<file path="config.mk">
export PLATFORM = sky130hd
export DESIGN_NAME = serial_adder
export DESIGN_NICKNAME = d
export VERILOG_FILES = /design/src/rtl/serial_adder_pkg.sv /design/src/rtl/serial_adder_full_adder_cell.sv /design/src/rtl/serial_adder.sv
export SDC_FILE = /design/constraint.sdc
export NUM_CORES = 1
export LEC_CHECK = 0
export ABC_AREA = 1
export BUFFER_PORTS_ARGS = -buffer_cell sky130_fd_sc_hd__buf_2
export CORE_UTILIZATION = 35
export DETAILED_ROUTE_END_ITERATION = 8
export GPL_ROUTABILITY_DRIVEN = 0
export SYNTH_ARGS = -nofsm -noshare
export SYNTH_HDL_FRONTEND = slang
export SYNTH_SLANG_ARGS = --single-unit
</file>
<file path="constraint.sdc">
create_clock -name clk -period 1.5 [get_ports clk]
set_clock_uncertainty 0.05 [all_clocks]
set_input_delay 0.075 -clock clk [delete_from_list [all_inputs] [get_ports clk]]
set_output_delay 0.075 -clock clk [all_outputs]
set_load 0.005 [all_outputs]
</file>
<file path="src/rtl/serial_adder_pkg.sv">
// Shared FSM state encoding and default operand width for the bit-serial adder.
package serial_adder_pkg;

  localparam int unsigned SA_DEFAULT_WIDTH = 8;

  typedef logic [1:0] sa_state_t;

  localparam sa_state_t ST_IDLE = 2'b00;
  localparam sa_state_t ST_ADD  = 2'b01;
  localparam sa_state_t ST_DONE = 2'b10;

endpackage

</file>
<file path="src/rtl/serial_adder_full_adder_cell.sv">
// Single-bit combinational full adder used as the serial adder's only arithmetic cell.
module full_adder_cell (
  input  logic i_a,
  input  logic i_b,
  input  logic i_cin,
  output logic o_s,
  output logic o_cout
);

  logic w_axb;

  assign w_axb  = i_a ^ i_b;
  assign o_s    = w_axb ^ i_cin;
  assign o_cout = (i_a & i_b) | (i_cin & w_axb);

endmodule

</file>
<file path="src/rtl/serial_adder.sv">
// Bit-serial adder: one full-adder cell, LSB first, WIDTH cycles per operation.
// Optional subtract mode enabled by defining SERIAL_ADDER_SUB_EN (adds port i_sub).
module serial_adder
  import serial_adder_pkg::*;
#(
  parameter int unsigned WIDTH = SA_DEFAULT_WIDTH
) (
  input  logic             clk,
  input  logic             rst_n,
  input  logic             i_start,
  input  logic [WIDTH-1:0] i_a,
  input  logic [WIDTH-1:0] i_b,
  input  logic             i_cin,
`ifdef SERIAL_ADDER_SUB_EN
  input  logic             i_sub,
`endif
  output logic             o_busy,
  output logic             o_done,
  output logic [WIDTH-1:0] o_sum,
  output logic             o_cout,
  output logic             o_overflow
);

  localparam int unsigned      CNT_W    = $clog2(WIDTH);
  localparam logic [CNT_W-1:0] LAST_CNT = CNT_W'(WIDTH - 1);

  sa_state_t        r_state;
  sa_state_t        w_state_nxt;
  logic [CNT_W-1:0] r_cnt;
  logic [WIDTH-1:0] r_opa;
  logic [WIDTH-1:0] r_opb;
  logic             r_carry;
  logic [WIDTH-1:0] r_acc;
  logic [WIDTH-1:0] r_sum;
  logic             r_cout;
  logic             r_ovf;

  logic [WIDTH-1:0] w_b_cap;
  logic             w_cin_cap;
  logic             w_fa_s;
  logic             w_fa_co;
  logic             w_last;

`ifdef SERIAL_ADDER_SUB_EN
  // Two's-complement subtract: invert B and force the carry-in.
  assign w_b_cap   = i_sub ? ~i_b : i_b;
  assign w_cin_cap = i_sub | i_cin;
`else
  assign w_b_cap   = i_b;
  assign w_cin_cap = i_cin;
`endif

  assign w_last = (r_cnt == LAST_CNT);

  full_adder_cell u_fa (
    .i_a    (r_opa[0]),
    .i_b    (r_opb[0]),
    .i_cin  (r_carry),
    .o_s    (w_fa_s),
    .o_cout (w_fa_co)
  );

  always_comb begin
    w_state_nxt = r_state;
    unique case (r_state)
      ST_IDLE: if (i_start) w_state_nxt = ST_ADD;
      ST_ADD:  if (w_last)  w_state_nxt = ST_DONE;
      ST_DONE: w_state_nxt = i_start ? ST_ADD : ST_IDLE;
      default: w_state_nxt = ST_IDLE;
    endcase
  end

  always_ff @(posedge clk or negedge rst_n) begin
    if (!rst_n) begin
      r_state <= ST_IDLE;
    end else begin
      r_state <= w_state_nxt;
    end
  end

  always_ff @(posedge clk or negedge rst_n) begin
    if (!rst_n) begin
      r_cnt   <= '0;
      r_opa   <= '0;
      r_opb   <= '0;
      r_carry <= 1'b0;
      r_acc   <= '0;
      r_sum   <= '0;
      r_cout  <= 1'b0;
      r_ovf   <= 1'b0;
    end else begin
      unique case (r_state)
        ST_IDLE, ST_DONE: begin
          if (i_start) begin
            r_opa   <= i_a;
            r_opb   <= w_b_cap;
            r_carry <= w_cin_cap;
            r_cnt   <= '0;
            r_acc   <= '0;
          end
        end
        ST_ADD: begin
          r_opa   <= r_opa >> 1;
          r_opb   <= r_opb >> 1;
          r_carry <= w_fa_co;
          r_acc   <= {w_fa_s, r_acc[WIDTH-1:1]};
          r_cnt   <= r_cnt + CNT_W'(1);
          // r_carry still holds the carry into the MSB on the final bit.
          if (w_last) begin
            r_sum  <= {w_fa_s, r_acc[WIDTH-1:1]};
            r_cout <= w_fa_co;
            r_ovf  <= r_carry ^ w_fa_co;
          end
        end
        default: ;
      endcase
    end
  end

  assign o_busy     = (r_state == ST_ADD);
  assign o_done     = (r_state == ST_DONE);
  assign o_sum      = r_sum;
  assign o_cout     = r_cout;
  assign o_overflow = r_ovf;

endmodule

</file>
==> impl_results.md <==
* Met3 track demand over resource at about 3.7%
* # setup viols final at 0
* I/O pins at 32
* Residual DRC at 0
* First-pass GRT wire length at 6220 um
* Slew Viols, Final at 0
* Vias per cell at 4.32
* Max Cap Viol at 0
* Longest Clk Path Bufs at 2
* Startpoint Class: register
* WP data required at 1.37 ns
* Grt ovf at 0
* DP HPWL at 2320 um
* Sequential-to-total area share from yosys stat at 51.0%
* Post-synthesis register bit count at 39
* I/O Buffers at 31
* Via Count at 1444
* FP Rows at 26
* DR WL/cell at 10.4 um
* Die span in x at 76.0 um
* Synth Instances at 225
* Worst slew pin tran at 0.492 ns
* Layout cells sized above 1 at a little under a quarter
* Mapped Nets at 248
* Starting Density at 37.0%
* Crit-path max FO at 11
* Syn. warnings at 0
* Die Area at 5770 um^2
* NumNets Final at 286
* Final core area utilization at 43.9%
* RSZ-0062 raised after global routing: no
* Synth cell types at 21
* Setup Total Neg Slack at 0 ns
* CTS Sinks at 39
* PD cells at 2150 nW/um^2
* Outcome: finished, final reports clean
* Worst setup EP type: output port
* WS Path Type: reg2out
* Area growth from synthesis to final layout at 18.6%
* Final Cell Area at around 2300 um^2
* WHS at 0.0308 ns
* H-tree depth at 2
* Setup bufs post-CTS at 0
* Leak at about 1.3 nW
* Hold Crit Class: in2reg
* Fmax at slightly above 0.7 GHz
* Num CTS Buffers at 5
* Relative slew slack at 67.2%
* Number of global-route vias before repair at 1398
* Top Usage Layer GRT: met2
* Final Hold Viols at 0
* Initial antenna violation count at 0
* Die Ht at 76.0 um
* Area of the mapped netlist at 1910 um^2
* Largest net degree at the start of global routing at 40
* Worst skew pair latency at about 0.3 ns
* Crit path DAT at approximately 1.3 ns
* Core area at 5170 um^2
* Routed WL at 3460 um
* CTS tree: done
* Clk slew on worst S/H paths at 0.08 ns
* Synth Area per Inst at roughly 8.5 um^2
* Max VDD drop at 0.877 mV
* Period Utilization, post-route at 91.8%
* Post-route ant nets at 0
* Ant diodes at 0
* Min cycle time layout at between 1 and 1.5 ns
* Met2 Use GR at 22.5%
* Initial DRC count at 71
* Initial DRT Pass Iterations at 4
* GRT Overall Usage at 13.5%
* CTS Root Cell: clkbuf_8
* GR Util met1 at between 10% and 20%
* Area after DPL at approximately 2100 um^2
## cells by family (layout without fill, tap and decap cells)
family	after synthesis	count (layout)	share of synthesized area [%]
adders and majority gates	3	3	2.35
xor gates and xnor gates	1	1	0.458
AOI/OAI and AO/OA	19	19	6.54
and+or+nand+nor	112	112	26.8
buffers and inverters	51	90	12.9
DFF	39	39	51.0
## placed cells by master, fill, tap and decap left out, types with 2 or more instances in the layout
cell,Yosys,final
inv_1,39,39
dfrtp_1,39,38
o21ai_0,6,6
nand2_8,2,2
nand2_4,2,2
nand3_1,30,30
nor2_1,3,3
nand2_1,74,74
clkbuf_8,0,6
buf_4,2,6
ha_1,2,2
o21ai_2,8,8
o21ai_1,4,4
buf_2,2,31
dlygate4sd3_1,0,3
## registers in the layout (all words and copies together) (netlist names)
register,flops
r_cnt,3
r_opb,8
r_carry,1
o_cout,1
o_sum,8
o_overflow,1
r_opa,8
r_state,2
r_acc,7
## timing repair
item,CTS,global route
hold buffers,3,0
endpoints found under the setup margin,0,1
resized for setup,0,1
hold endpoints to repair,41,0
## cell usage after synthesis (all sizes together)
cell type	number	area (um^2)
a21oi	1	5.00
buf	9	81.3
dfrtp	39	976
fa	1	20.0
ha	2	25.0
inv	42	165
nand2	78	340
nand3	30	150
nor2	4	22.5
o21ai	18	120
xor2	1	8.76
## final timing paths
path / slack (ns) / end / start / cells after the start
max: 0.12 / o_busy / r_state[0] / 4
min: 0.03 / r_opa[1] / i_a[1] / 5
max reg2reg: 0.15 / r_carry / r_carry / 5
min reg2reg: 0.43 / o_sum[3] / o_sum[3] / 2
max in group asynchronous: 0.73 / r_state[0] / rst_n / 3
min in group asynchronous: 0.31 / o_sum[3] / rst_n / 3
## per-stage QoR
| stage | std cells | worst slack, ns | total power (W) |
|---|---|---|---|
| floorplan | 225 | 0.207 | 0.00356 |
| global placement | 323 | 0.155 | 0.00400 |
| detailed placement | 323 | 0.145 | 0.00403 |
| CTS | 334 | 0.0100 | 0.00497 |
| global route | 334 | 0.0636 | 0.00535 |
| finish | 334 | 0.123 | 0.00488 |
## cell type report
cell class | count | area (um^2)
fill | 545 | 2900
sequential | 39 | 977
tap | 70 | 87.6
inverter | 42 | 165
clock buffer | 6 | 82.6
timing repair buffer | 40 | 230
multi-input combinational | 135 | 692
clock inverter | 2 | 35.0
## power by group
| part | switching, W | internal [W] |
|---|---|---|
| logic | 0.00128 | 0.000858 |
| registers | 0.000283 | 0.00155 |
| clock network | 0.000369 | 0.000538 |
## routing by layer
| metal | up-vias | routed length [um] | share of wire (%) |
|---|---|---|---|
| li1 | 759 | - | - |
| met1 | 649 | 1660 | 48 |
| met2 | 32 | 1590 | 46 |
| met3 | 4 | 156 | 4.5 |
| met4 | 0 | 54 | 1.6 |
| met5 | - | 0 | 0 |
## critical path, stage by stage, from the launching register on
cell	delay, ns
dfrtp_2	0.47
inv_4	0.07
nor2_4	0.11
buf_4	0.18
buf_2	0.13
(Power assumes the default switching activity.)
